<file path="src/rtl/mmio_interconnect_if.sv">
// CPU-side and peripheral-side signals of the MMIO interconnect.
// The interconnect uses modport slave; the environment (CPU plus peripherals) uses modport master.
interface mmio_interconnect_if #(
  parameter int unsigned NUM_SLAVES = 4,
  parameter int unsigned ADDR_WIDTH = 32,
  parameter int unsigned DATA_WIDTH = 32
);
  localparam int unsigned BE_W = DATA_WIDTH / 8;

  logic                             m_req;
  logic                             m_we;
  logic [ADDR_WIDTH-1:0]            m_addr;
  logic [DATA_WIDTH-1:0]            m_wdata;
  logic [BE_W-1:0]                  m_be;
  logic                             m_ready;
  logic [DATA_WIDTH-1:0]            m_rdata;
  logic                             m_err;

  logic [NUM_SLAVES-1:0]            s_req;
  logic                             s_we;
  logic [ADDR_WIDTH-1:0]            s_addr;
  logic [DATA_WIDTH-1:0]            s_wdata;
  logic [BE_W-1:0]                  s_be;
  logic [NUM_SLAVES-1:0]            s_ack;
  logic [NUM_SLAVES*DATA_WIDTH-1:0] s_rdata;

  modport slave (
    input  m_req, m_we, m_addr, m_wdata, m_be,
    output m_ready, m_rdata, m_err,
    output s_req, s_we, s_addr, s_wdata, s_be,
    input  s_ack, s_rdata
  );

  modport master (
    output m_req, m_we, m_addr, m_wdata, m_be,
    input  m_ready, m_rdata, m_err,
    input  s_req, s_we, s_addr, s_wdata, s_be,
    output s_ack, s_rdata
  );
endinterface

</file>
<file path="src/rtl/mmio_interconnect.sv">
// Single-master, N-slave memory-mapped interconnect: base/mask decode, req/ack handshake
// with wait states and timeout, registered response, and error diagnostics.
module mmio_interconnect #(
  parameter int unsigned                        NUM_SLAVES     = 4,
  parameter int unsigned                        ADDR_WIDTH     = 32,
  parameter int unsigned                        DATA_WIDTH     = 32,
  parameter logic [NUM_SLAVES*ADDR_WIDTH-1:0]   SLAVE_BASE     = '0,
  parameter logic [NUM_SLAVES*ADDR_WIDTH-1:0]   SLAVE_MASK     = '0,
  parameter int unsigned                        TIMEOUT_CYCLES = 255,
  parameter int unsigned                        TO_WIDTH       = 8
) (
  input  logic                  clk,
  input  logic                  rst,
  mmio_interconnect_if.slave    bus,
  output logic [ADDR_WIDTH-1:0] err_addr,
  output logic [7:0]            err_count
);
  localparam int unsigned       BE_W    = DATA_WIDTH / 8;
  localparam int unsigned       IDX_W   = (NUM_SLAVES > 1) ? $clog2(NUM_SLAVES) : 1;
  localparam logic [TO_WIDTH-1:0] TO_LAST = TO_WIDTH'(TIMEOUT_CYCLES - 1);

  localparam logic [1:0] ST_IDLE   = 2'd0;
  localparam logic [1:0] ST_ACCESS = 2'd1;
  localparam logic [1:0] ST_RESP   = 2'd2;

  logic [1:0]            state, state_d;
  logic [IDX_W-1:0]      idx_q, idx_d;
  logic [TO_WIDTH-1:0]   cnt_q, cnt_d;
  logic                  we_q, we_d;
  logic [ADDR_WIDTH-1:0] addr_q, addr_d;
  logic [DATA_WIDTH-1:0] wdata_q, wdata_d;
  logic [BE_W-1:0]       be_q, be_d;
  logic [NUM_SLAVES-1:0] s_req_q, s_req_d;
  logic                  m_ready_q, m_ready_d;
  logic [DATA_WIDTH-1:0] m_rdata_q, m_rdata_d;
  logic                  m_err_q, m_err_d;
  logic [ADDR_WIDTH-1:0] err_addr_q, err_addr_d;
  logic [7:0]            err_count_q, err_count_d;

  logic                  hit;
  logic [IDX_W-1:0]      hit_idx;
  logic                  ack_sel;
  logic [DATA_WIDTH-1:0] rdata_sel;

  // Address decode: first (lowest-index) matching window wins.
  always_comb begin
    hit     = 1'b0;
    hit_idx = '0;
    for (int unsigned i = 0; i < NUM_SLAVES; i++) begin
      if (!hit && ((bus.m_addr & SLAVE_MASK[i*ADDR_WIDTH +: ADDR_WIDTH]) ==
                   SLAVE_BASE[i*ADDR_WIDTH +: ADDR_WIDTH])) begin
        hit     = 1'b1;
        hit_idx = IDX_W'(i);
      end
    end
  end

  // Only the latched slave's ack and read data are visible to the FSM.
  always_comb begin
    ack_sel   = 1'b0;
    rdata_sel = '0;
    for (int unsigned i = 0; i < NUM_SLAVES; i++) begin
      if (idx_q == IDX_W'(i)) begin
        ack_sel   = bus.s_ack[i];
        rdata_sel = bus.s_rdata[i*DATA_WIDTH +: DATA_WIDTH];
      end
    end
  end

  always_ff @(posedge clk or negedge rst) begin
    if (!rst) begin
      state       <= ST_IDLE;
      idx_q       <= '0;
      cnt_q       <= '0;
      we_q        <= 1'b0;
      addr_q      <= '0;
      wdata_q     <= '0;
      be_q        <= '0;
      s_req_q     <= '0;
      m_ready_q   <= 1'b0;
      m_rdata_q   <= '0;
      m_err_q     <= 1'b0;
      err_addr_q  <= '0;
      err_count_q <= '0;
    end else begin
      state       <= state_d;
      idx_q       <= idx_d;
      cnt_q       <= cnt_d;
      we_q        <= we_d;
      addr_q      <= addr_d;
      wdata_q     <= wdata_d;
      be_q        <= be_d;
      s_req_q     <= s_req_d;
      m_ready_q   <= m_ready_d;
      m_rdata_q   <= m_rdata_d;
      m_err_q     <= m_err_d;
      err_addr_q  <= err_addr_d;
      err_count_q <= err_count_d;
    end
  end

  // Next-state and next-output logic; m_ready is set on the edge that enters RESP.
  always_comb begin
    state_d     = state;
    idx_d       = idx_q;
    cnt_d       = cnt_q;
    we_d        = we_q;
    addr_d      = addr_q;
    wdata_d     = wdata_q;
    be_d        = be_q;
    s_req_d     = s_req_q;
    m_ready_d   = 1'b0;
    m_rdata_d   = m_rdata_q;
    m_err_d     = m_err_q;
    err_addr_d  = err_addr_q;
    err_count_d = err_count_q;

    case (state)
      ST_IDLE: begin
        if (bus.m_req) begin
          we_d    = bus.m_we;
          addr_d  = bus.m_addr;
          wdata_d = bus.m_wdata;
          be_d    = bus.m_be;
          if (hit) begin
            idx_d   = hit_idx;
            cnt_d   = '0;
            s_req_d = NUM_SLAVES'(1) << hit_idx;
            state_d = ST_ACCESS;
          end else begin
            m_ready_d  = 1'b1;
            m_err_d    = 1'b1;
            m_rdata_d  = '0;
            err_addr_d = bus.m_addr;
            if (err_count_q != 8'hFF) err_count_d = err_count_q + 8'd1;
            state_d    = ST_RESP;
          end
        end
      end
      ST_ACCESS: begin
        if (ack_sel) begin
          s_req_d   = '0;
          m_ready_d = 1'b1;
          m_err_d   = 1'b0;
          m_rdata_d = we_q ? '0 : rdata_sel;
          state_d   = ST_RESP;
        end else if (TIMEOUT_CYCLES != 0 && cnt_q == TO_LAST) begin
          s_req_d    = '0;
          m_ready_d  = 1'b1;
          m_err_d    = 1'b1;
          m_rdata_d  = '0;
          err_addr_d = addr_q;
          if (err_count_q != 8'hFF) err_count_d = err_count_q + 8'd1;
          state_d    = ST_RESP;
        end else begin
          cnt_d = cnt_q + TO_WIDTH'(1);
        end
      end
      ST_RESP:  state_d = ST_IDLE;
      default:  state_d = ST_IDLE;
    endcase
  end

  assign bus.s_req   = s_req_q;
  assign bus.s_we    = we_q;
  assign bus.s_addr  = addr_q;
  assign bus.s_wdata = wdata_q;
  assign bus.s_be    = be_q;
  assign bus.m_ready = m_ready_q;
  assign bus.m_rdata = m_rdata_q;
  assign bus.m_err   = m_err_q;
  assign err_addr    = err_addr_q;
  assign err_count   = err_count_q;
endmodule

</file>
<file path="src/flat_wrapper.sv">
// flat-port wrapper written by rule: the top's interface ports become plain ports
module mmio_interconnect_flat 
#(
  parameter int unsigned                        NUM_SLAVES     = 4,
  parameter int unsigned                        ADDR_WIDTH     = 32,
  parameter int unsigned                        DATA_WIDTH     = 32,
  parameter logic [NUM_SLAVES*ADDR_WIDTH-1:0]   SLAVE_BASE     = '0,
  parameter logic [NUM_SLAVES*ADDR_WIDTH-1:0]   SLAVE_MASK     = '0,
  parameter int unsigned                        TIMEOUT_CYCLES = 255,
  parameter int unsigned                        TO_WIDTH       = 8
)
  (clk, rst, err_addr, err_count, bus_m_req, bus_m_we, bus_m_addr, bus_m_wdata, bus_m_be, bus_m_ready, bus_m_rdata, bus_m_err, bus_s_req, bus_s_we, bus_s_addr, bus_s_wdata, bus_s_be, bus_s_ack, bus_s_rdata);
  mmio_interconnect_if #(.NUM_SLAVES(NUM_SLAVES), .ADDR_WIDTH(ADDR_WIDTH), .DATA_WIDTH(DATA_WIDTH)) bus_i ();
  input  logic clk;
  input  logic rst;
  output logic [ADDR_WIDTH-1:0] err_addr;
  output logic [7:0] err_count;
  input wire logic [$bits(bus_i.m_req)-1:0] bus_m_req;
  input wire logic [$bits(bus_i.m_we)-1:0] bus_m_we;
  input wire logic [$bits(bus_i.m_addr)-1:0] bus_m_addr;
  input wire logic [$bits(bus_i.m_wdata)-1:0] bus_m_wdata;
  input wire logic [$bits(bus_i.m_be)-1:0] bus_m_be;
  output wire logic [$bits(bus_i.m_ready)-1:0] bus_m_ready;
  output wire logic [$bits(bus_i.m_rdata)-1:0] bus_m_rdata;
  output wire logic [$bits(bus_i.m_err)-1:0] bus_m_err;
  output wire logic [$bits(bus_i.s_req)-1:0] bus_s_req;
  output wire logic [$bits(bus_i.s_we)-1:0] bus_s_we;
  output wire logic [$bits(bus_i.s_addr)-1:0] bus_s_addr;
  output wire logic [$bits(bus_i.s_wdata)-1:0] bus_s_wdata;
  output wire logic [$bits(bus_i.s_be)-1:0] bus_s_be;
  input wire logic [$bits(bus_i.s_ack)-1:0] bus_s_ack;
  input wire logic [$bits(bus_i.s_rdata)-1:0] bus_s_rdata;
  assign bus_i.m_req = bus_m_req;
  assign bus_i.m_we = bus_m_we;
  assign bus_i.m_addr = bus_m_addr;
  assign bus_i.m_wdata = bus_m_wdata;
  assign bus_i.m_be = bus_m_be;
  assign bus_m_ready = bus_i.m_ready;
  assign bus_m_rdata = bus_i.m_rdata;
  assign bus_m_err = bus_i.m_err;
  assign bus_s_req = bus_i.s_req;
  assign bus_s_we = bus_i.s_we;
  assign bus_s_addr = bus_i.s_addr;
  assign bus_s_wdata = bus_i.s_wdata;
  assign bus_s_be = bus_i.s_be;
  assign bus_i.s_ack = bus_s_ack;
  assign bus_i.s_rdata = bus_s_rdata;
  mmio_interconnect #(.NUM_SLAVES(NUM_SLAVES), .ADDR_WIDTH(ADDR_WIDTH), .DATA_WIDTH(DATA_WIDTH), .SLAVE_BASE(SLAVE_BASE), .SLAVE_MASK(SLAVE_MASK), .TIMEOUT_CYCLES(TIMEOUT_CYCLES), .TO_WIDTH(TO_WIDTH)) u_core (.clk(clk), .rst(rst), .bus(bus_i), .err_addr(err_addr), .err_count(err_count));
endmodule
</file>
<file path="config.mk">
export PLATFORM = sky130hd
export DESIGN_NAME = mmio_interconnect_flat
export DESIGN_NICKNAME = d
export VERILOG_FILES = /design/src/rtl/mmio_interconnect_if.sv /design/src/rtl/mmio_interconnect.sv /design/src/flat_wrapper.sv
export SDC_FILE = /design/constraint.sdc
export NUM_CORES = 1
export LEC_CHECK = 0
export CORE_MARGIN = 2
export CORE_UTILIZATION = 35
export CTS_CLUSTER_DIAMETER = 30
export CTS_CLUSTER_SIZE = 16
export DETAILED_ROUTE_END_ITERATION = 12
export GPL_TIMING_DRIVEN = 1
export HOLD_SLACK_MARGIN = 0.02
export PLACE_DENSITY = 0.8
export SLEW_MARGIN = 20
export SYNTH_ARGS = -nofsm -noshare
export SYNTH_HDL_FRONTEND = slang
export SYNTH_SLANG_ARGS = --single-unit
export TNS_END_PERCENT = 20
</file>
<file path="constraint.sdc">
create_clock -name clk -period 2.8 [get_ports clk]
set_input_delay 0.56 -clock clk [delete_from_list [all_inputs] [get_ports clk]]
set_output_delay 0.56 -clock clk [all_outputs]
set_load 0.01 [all_outputs]
</file>
======== After elaboration in Yosys (flattened, before gate mapping) ========
Index checks and enable logic that the tools add are counted.
operators by class
  add/sub/neg operators ................... 2
  multipliers ............................. 0
  div/mod/pow operators ................... 0
  order comparisons ....................... 0
  equal/unequal tests ..................... 7
  shifts and indexed selects .............. 0
  mux-type cells .......................... 20
  bitwise logic cells ..................... 1
  reduce and logical (&&, ||, !) cells .... 10
operator list
  cell                                                                     number
  32-bit 2-to-1 mux                                                        3
  8-bit 2-to-1 mux                                                         3
  8-bit by 1-bit adder with 8-bit output, second input constant            2
  8-bit case mux with 2 select lines                                       1
  4-bit 2-to-1 mux                                                         3
  8-bit == test, second input constant                                     1
  8-bit inequality test, second input constant                             1
  4-bit case mux with 2 select lines                                       1
  4-bit AND reduction                                                      2
  2-bit 2-to-1 mux                                                         3
  2-bit inequality test, second input constant                             3
  2-bit AND reduction                                                      3
  3-bit AND reduction                                                      2
  1-bit 2-to-1 mux                                                         5
  2-bit case mux with 2 select lines                                       1
  2-bit nonzero test                                                       2
  3-bit by 1-bit inequality test with 1-bit output, second input constant  1
  2-bit by 1-bit == test with 1-bit output, second input constant          1
  2-bit logical NOT                                                        1
  1-bit NOT                                                                1
storage, ports and cells
  bits in registers ....................... 157
  bits in latches ......................... 0
  bits in writable memories ............... 0
  bits in read-only memories .............. 0
  input bits .............................. 204
  output and inout bits ................... 147
  word-level logic and storage cells ...... 52
  memories kept ........................... 0

======== Longest topological paths before layout ========
Gate-level depths: netlist of the first run.
  word-level depth ........................ 4
  gate-level depth with buffers ........... 7
  depth with buffers taken out ............ 7

======== Worst setup path before layout of the first run ========
Ideal clock, no wire load.
  kind .................................... input to register
  start ................................... input port bus_s_ack[0]
  end ..................................... register u_core.err_addr_q[15] (netlist: u_core.err_addr[15])
  setup time .............................. 0.125 ns
  arrival time ............................ 1.675 ns
  data required time ...................... 2.675 ns
  path slack .............................. 1.000 ns
  stages on the path ...................... 5
  buffers on the path ..................... 2
  cells stage by stage .................... buf_2 -> nor3b_2 -> and3_1 -> buf_2 -> mux2_2
between the ends
  word-level cells in the longest chain between the ends .. 2
RTL lines
  item                           RTL line                 RTL
  from (decl)                    flat_wrapper.sv:31       input wire logic [$bits(bus_i.s_ack)-1:0] bus_s_ack;
  1-bit NOT (no line)            n/a
  3-bit AND reduction (no line)  n/a
  to (signal assigned)           mmio_interconnect.sv:97  err_addr_q <= err_addr_d;
  to (decl)                      mmio_interconnect.sv:37  logic [ADDR_WIDTH-1:0] err_addr_q, err_addr_d;
Every way passes these cells.
A chain may end at the register's enable or synchronous reset.

======== Final worst setup path of the first run ========
  start ................................... register u_core.err_count_q[2] (netlist: u_core.err_count[2])
  end ..................................... output port err_count[2]
RTL lines
  item                    RTL line                 RTL
  from (decl)             mmio_interconnect.sv:38  logic [7:0] err_count_q, err_count_d;
  from (signal assigned)  mmio_interconnect.sv:98  err_count_q <= err_count_d;
  to (decl)               flat_wrapper.sv:17       output logic [7:0] err_count;
No word-level cell between the ends.

==> results list, run 1 <==
* Status: finished clean
* Simple-gate portion of the synthesized area: 22.89%
* Gr ovfl total: 0
- Deepest level of the CTS H-tree: 4
- Final hold slack: 0.1092 ns
- Synth Area in Compound Gates: 4.689%
- Reported leakage power: 4.544 nW
- After filler insertion, the fill cell instance count of the layout stands at 1529.
* Worst setup path class: reg -> out
* Count of placed standard cells in the final layout, fillers left out: 1091
* Number of placement rows: 48
- In the post-route analysis, the smallest setup slack over all paths is 0.7553 ns.
- After Yosys synthesis, XOR and XNOR cells account for 0.8417% of the synthesized area.
- Die footprint: 0.01892 sq mm
- Vias in the first global route: 5318
- Total count of hold-check failures in the final report: 0
* Unrepaired setup endpoints after global routing: no
- Count of different cell masters after synthesis: 35
- Of the cells placed in the final design, the portion with a size suffix greater than 1 is 9.700%.
- After synthesis, flip-flops and latches occupy 61.72% of the total area.
- Post-Synthesis Mean Instance Area: 10.22 sq um
- In the synthesized netlist, mux cells make up 6.132% of the area.
* Share of flip-flops with an asynchronous set or reset after synthesis: 100.0%
- The total area inside the core boundary comes to 0.01736 sq mm.
* Slowest library cell on the worst path: clkdlybuf4s50_1
- nand2_1 is the most common cell in the netlist.
- The number of buffers and inverters on the critical path is 1.
- The worst setup path is launched from a flip-flop.
* Met2 Track Usage GR: 29.24%
- The tree is rooted in a clkbuf_16.
- Max-slew headroom: 63.02%
* Hold buffer count at CTS: 0
* Cells along the critical path: clkdlybuf4s50_1
- In this run the biggest area consumer among cell types represents 61.72% of the synthesized area.
* Total GRT Usage: 18.23%
* WL/cell: 15.72 um
- Io pins: 351
- Post-synth EDFFs: 0
- During synthesis, Yosys emitted a total of 0 warnings.
- Of the total synthesized cell area, the portion taken by full adders, half adders and majority gates is 0.6012%.
- Buffers placed on the I/O ports in this run total 248.
- The number of setup buffers added after CTS is 0.
- HPWL after detailed placement: 11590 um
- Highest ir drop seen on vdd: 0.0005092 V
- After clock tree synthesis, the clock-pin slew on the worst setup and hold paths is 0.07 ns.
- Sorting the synthesized cells by area gives the leading types as dfrtp_1, nand2_1, mux2_2, nand4b_1, o21ai_0.
* Clk sink count: 154
- Power density normalized to cell area: 895.2 mW/mm^2
* Period Utilization, post-route: 73.02%
* Aggregate negative setup slack: 0 ns
* Area Overhead vs Synth: 53.65%
- Clock tree synthesis inserted a total of 17 buffers.
- Die Y: 137.6 um
* Vias: 5302
* Post-placement cell count: 1059
- The number of pins with negative max-slew slack in the final report came to 0.
* Number of maximum-capacitance constraint violations: 0
- Global routing consumed, on the met3 layer, 7.064% of the routing resources.
- Largest family of logic cells by synthesized area: simple AND/OR/NAND/NOR gates
- Hold WC Path Type: in -> async
- At the pin with the least slew margin, the transition time is 0.5548 ns.
* Horizontal die dimension: 137.6 um
* Detailed-route vias per instance: 4.860
- Capturing element type of the critical path: output pin
* Synthesis-stage register bit count: 154
- WP data required: 2.24 ns
- The first detailed-routing pass took 4 iterations.
* Placement Setup Slack: 0.3914 ns
- Starting utilization of the core area: 35.97%
- Timing would allow up to 489.1 MHz.
- The initial antenna violation count was 0.
* Synthesized netlist cell count: 611
- Clock skew on the completed layout was measured at 0.01118 ns.
- RePlAce Congestion: 0.8133
* Drc violations: 0
- Largest delay contributor family on the critical path: buffers and inverters
- Setup-violating endpoint count in the final report: 0
* Count of antenna diodes in the layout: 0
- CP Data Arrival Time: 1.48 ns
- Global routing used 22.40% of the available met1 tracks.
* First DRT Iteration DRCs: 234
- Cells fill 55.27% of the core in the end.
- Global-route wire length before repair: 26880 um
- Latest clock arrival within the worst-skew pair: 0.42 ns
* Peak fanout along the critical path: 6
- Total Nets Final: 1060
* Syn Std Cell Area: 0.006243 sq mm
* Clock tree from TritonCTS: done
- Total Wirelength: 17150 um
* Fin crit period: 2.045 ns
* Maximum number of pins on one net before global-route repair: 74
- Layer carrying the most global-route usage: met2
- For this run, the leading register cell type out of synthesis is dfrtp_1.
* List of most frequent post-synthesis cells: nand2_1, dfrtp_1, o21ai_0
- Highest cell delay on the worst timing path: 0.62 ns
- Deepest clock path buffer count: 2
- Leading area contributor after synthesis: dfrtp_1
- Post-cts gate resize count: 0
* Antenna-violating nets left: 0
[cells in the final DEF, fill, tap and decap left out, types with 2 or more instances in the layout]
cell	synthesis	final
nand2b_1	3	3
nand3_1	8	8
clkbuf_8	0	2
buf_4	3	10
bufinv_16	0	3
and3_1	5	5
clkinvlp_4	0	2
conb_1	1	3
nand4_1	4	4
o21ai_0	39	39
clkinv_4	0	4
dfrtp_1	154	154
clkdlybuf4s50_1	0	247
clkbuf_1	29	4
nor3_1	3	3
nand4b_1	32	32
nand2_1	245	244
nor4_1	2	2
xnor2_1	2	2
inv_1	4	4
xor2_1	4	4
a31oi_1	3	3
buf_12	0	3
a211o_1	2	2
ha_1	3	3
nor2_1	9	9
clkbuf_16	0	17
a21oi_1	3	2
mux2_2	34	34
[metrics by stage]
stage / power (mW) / instance area (sq um)
5_1_grt: 9.097 / 9593
2_1_floorplan: 4.426 / 6251
3_3_place_gp: 6.170 / 8985
3_5_place_dp: 6.257 / 8985
6_report: 8.588 / 9593
4_1_cts: 8.675 / 9593
[final cells by class]
cell class	count	area [sq um]	area share (%)
multi-input combinational	415	2216	23.10
clock buffer	23	467.9	4.878
sequential	154	3854	40.17
tap	225	281.5	2.935
clock inverter	9	140.1	1.461
timing repair buffer	261	2619	27.30
inverter	4	15.01	0.1565
[kinds of logic after synthesis]
family	Yosys count
compound gates	52
xor+xnor	6
fa+ha+maj	3
buf+inv	44
flops	154
mux	34
other cells	1
simple gates	317
[report_power, final]
part / switching [mW] / leakage [nW] / internal (mW)
clock: 0.929 / 0.288 / 1.46
combinational: 1.35 / 2.26 / 1.56
sequential: 0.406 / 2.00 / 2.88
[metal layers]
metal / up-vias / share of wire (%)
met5: - / 0
li1: 2505 / -
met3: 28 / 8.8
met2: 194 / 47
met1: 2575 / 42
met4: 0 / 1.9
[worst paths after layout]
kind                                                    start                                  to  slack, ns  depth (start not counted)
setup / recovery              u_core.err_count[2]$_DFFE_PN0P_                        err_count[2]       0.76                          1
hold / removal                                            rst  u_core.bus.m_rdata[15]$_DFFE_PN0P_       0.11                          1
setup reg to reg                  u_core.cnt_q[0]$_DFFE_PN0P_     u_core.err_count[1]$_DFFE_PN0P_       0.79                          6
hold reg to reg            u_core.bus.s_wdata[29]$_DFFE_PN0P_  u_core.bus.s_wdata[29]$_DFFE_PN0P_       0.47                          2
max in group asynchronous                                 rst    u_core.bus.s_addr[4]$_DFFE_PN0P_       2.01                          2
min in group clk           u_core.bus.s_wdata[29]$_DFFE_PN0P_  u_core.bus.s_wdata[29]$_DFFE_PN0P_       0.47                          2
[flip-flops by register name, indices dropped and copies added, names as in the netlist, 2 cells and up]
name                flops
u_core.bus.s_wdata     32
u_core.err_addr        32
u_core.state            2
u_core.bus.s_be         4
u_core.bus.m_rdata     32
u_core.cnt_q            8
u_core.bus.s_addr      32
u_core.err_count        8
Power figures use the tool's default switching activity.
==> run 2: changes to the inputs <==
--- a/config.mk
+++ b/config.mk
@@ -12,7 +12,7 @@
 export DETAILED_ROUTE_END_ITERATION = 12
 export GPL_TIMING_DRIVEN = 1
 export HOLD_SLACK_MARGIN = 0.02
-export PLACE_DENSITY = 0.8
+export PLACE_DENSITY = 0.83
 export SLEW_MARGIN = 20
 export SYNTH_ARGS = -nofsm -noshare
 export SYNTH_HDL_FRONTEND = slang
==> constraint.sdc (replaced) <==
create_clock -name clk -period 1.77 [get_ports clk]
set_input_delay 0.354 -clock clk [delete_from_list [all_inputs] [get_ports clk]]
set_output_delay 0.354 -clock clk [all_outputs]
set_load 0.01 [all_outputs]
==> run 2 against run 1 <==
Compared with the run above:
- sequential cell count stayed put
- via count increased by 0.74%
- sequential power rose by 57%
- final cell count grew 2.0%
- clock power is 58% higher
- utilization up 1.3 points
- power up 60%
- clock skew decreased by 0.00072 ns
- sequential share of layout area is 0.91 points lower
- final area increased by 2.3%
- die area is the same
==> results list, run 2 (same netlist as run 1, synthesis figures left out) <==
- Layout cell share with drive strength beyond 1: 12.27% (+2.6 points)
- The total vias in the final route is 5341 (+0.74%).
- The worst path uses 96.15% of the clock period.
* Multi-input gate area: 0.002217 sq mm (about the same)
- Starting utilization of the core area: 35.97% (unchanged)
- The global-route usage over all layers was 18.75% (+0.52 points).
* Maximum number of pins on one net before global-route repair: 44 (-41%)
- The number of setup violations in the final report came to 0 (unchanged).
* Flip-flop and latch area: 0.003855 sq mm (about the same)
* Clk sink count: 154 (unchanged)
- Die Y: 137.6 um (unchanged)
- The first-iteration detailed-routing DRC count is 191 (-18%).
- The H-tree depth reported by CTS is 4 (unchanged).
- Fin crit period: 1.702 ns
- The horizontal die dimension came to 137.6 um (unchanged).
- Root buffer selected by CTS: clkbuf_16
- Reported leakage power: 4.782 nW (+5.2%)
* Router iterations before antenna repair: 4 (unchanged)
- CP Buf/Inv Count: 2 (+1)
- WL/cell: 15.50 um (-1.4%)
- Filler instances: 1485 (-2.9%)
- The total power after layout came to 13.71 mW (+60%).
* Most common cell after layout, fill and taps aside: nand2_1
- Setup ws final: 0.06818 ns (-0.6872 ns)
- Unrepaired setup endpoints after global routing: yes
* Crit path launch type: flip-flop
* Antenna-violating nets left: 0 (unchanged)
- Global-route wire length before repair: 27460 um (+2.2%)
* Setup Skew: 0.01046 ns (-0.0007157 ns)
* Core occupancy in the finished layout: 56.57% (+1.3 points)
* R2r endpoint: u_core.err_count[6]$_DFFE_PN0P_
- The worst reg-to-reg setup slack was 0.07 ns (-0.72 ns).
- The global route total overflow was 0 (unchanged).
- The clock transition at the registers of the reported paths is 0.06 ns (about the same).
* Vias in the first global route: 5514 (+3.7%)
- Count of buffers added by post-CTS timing repair for setup: 0 (unchanged)
- Power density normalized to cell area: 1396 mW/mm^2 (+56%)
- Aggregate negative setup slack: 0 ns (unchanged)
* Worst setup path class: reg -> reg
- Top library cells by usage in the layout, fill and taps aside: nand2_1, clkdlybuf4s50_1, dfrtp_1
- Traced cell by cell, the critical path runs through inv_1 -> ha_1 -> and3_2 -> and3_1 -> buf_6 -> nand4_1 -> mux2_2.
- Count of antenna diodes in the layout: 0 (unchanged)
* Core area: 0.01736 sq mm (unchanged)
- Total Nets Final: 1082 (+2.1%)
- The initial antenna violation count is 0 (unchanged).
- The maximum net fanout on the critical path was 9 (+3).
* Clock tree from TritonCTS: done
- The worst setup path is captured at a flip-flop.
- PortBufs: 248 (unchanged)
* Detailed-route vias per instance: 4.799 (-1.3%)
- The number of design rule violations left after detail routing came to 0 (unchanged).
* Worst R2R Start: u_core.cnt_q[0]$_DFFE_PN0P_
* HPWL after detailed placement: 12030 um (+3.8%)
* WP data required: 2.07 ns (-0.17 ns)
* Latest clock arrival within the worst-skew pair: 0.42 ns (about the same)
- Derived from the worst setup path, the maximum achievable clock frequency is 587.6 MHz.
- Die footprint: 0.01892 sq mm (unchanged)
- Io pins: 351 (unchanged)
- Highest ir drop seen on vdd: 0.0007416 V (+46%)
- Largest delay contributor family on the critical path: simple AND/OR/NAND/NOR gates
- The weighted congestion reported at the end of routability-driven placement is 0.7520 (-7.5%).
- The total detailed-routing wirelength came to 17250 um (+0.55%).
- The number of clock buffers inserted by TritonCTS was 17 (unchanged).
* Total count of hold-check failures in the final report: 0 (unchanged)
* Slowest library cell on the worst path: dfrtp_1
- Number of maximum-capacitance constraint violations: 0 (unchanged)
- Area Overhead vs Synth: 57.25%
- The largest stage delay on the critical path is 0.34 ns (-0.28 ns).
- The worst slack on hold paths came to 0.4284 ns (+0.3193 ns).
- CP Data Arrival Time: 2.00 ns (+0.52 ns)
* Hold WC Path Type: in -> async
- Number of cells traversed by the worst register-to-register path: 7 (+1)
* Stages on worst setup path: 7 (+6)
- Status: finished clean
- Deepest clock path buffer count: 2 (unchanged)
- The number of standard-cell rows in the floorplan is 48 (unchanged).
- Placement Setup Slack: -0.2942 ns (-0.6857 ns)
* Max-slew violation count: 0 (unchanged)
-- run 2: worst max path at each step --
stage,start,slack (ns),endpoint
finish,u_core.cnt_q[0]$_DFFE_PN0P_,0.07,u_core.err_count[6]$_DFFE_PN0P_
global route,u_core.cnt_q[0]$_DFFE_PN0P_,-0.05,u_core.cnt_q[2]$_DFFE_PN0P_
CTS,u_core.err_count[3]$_DFFE_PN0P_,0.006,err_count[3]
detailed placement,bus_s_ack[0],-0.29,u_core.err_count[4]$_DFFE_PN0P_
global placement,bus_s_ack[0],-0.28,u_core.err_count[6]$_DFFE_PN0P_
floorplan,u_core.cnt_q[0]$_DFFE_PN0P_,0.09,u_core.err_addr[15]$_DFFE_PN0P_
-- run 2: timing repair --
item | CTS | global route
hold buffers | 1 | 0
resized for setup | 6 | 8
setup endpoints to repair | 6 | 58
endpoints found under the hold margin | 31 | 0
-- run 2: area by class of cell --
type                    instances  area share, %
repair buffers                283          28.90
clock inverters                10          1.402
clock buffers                  22          4.830
flip-flops and latches        154          39.26
multi-input cells             415          22.58
well taps                     225          2.867
inverters                       4         0.1529
-- run 2: power by group --
part	switching, mW	internal [mW]	total (mW)	leakage [nW]
Sequential	0.614	4.56	5.17	1.99
Combinational	2.17	2.58	4.75	2.49
Clock	1.45	2.34	3.78	0.297
Total	4.23	9.48	13.7	4.78
-- run 2: stage by stage --
| stage | cells | area [sq um] |
|---|---|---|
| after floorplan | 613 | 6251 |
| after global placement | 1080 | 9180 |
| after detailed placement | 1080 | 9180 |
| after CTS | 1113 | 9797 |
| after global routing | 1113 | 9818 |
| final | 1113 | 9818 |
-- run 2: metal layers --
layer | wire length (um) | global-route usage, %
met1 | 7128 | 22.40
met4 | 279 | 6.186
met3 | 1504 | 7.984
met5 | 0 | 0
met2 | 8336 | 30.51
-- run 2: worst register-to-register path, stage by stage, from the launching register on --
cell and delay [ns]:
dfrtp_1 0.34, inv_1 0.05, ha_1 0.19, and3_2 0.23
and3_1 0.20, buf_6 0.15, nand4_1 0.11, mux2_2 0.33
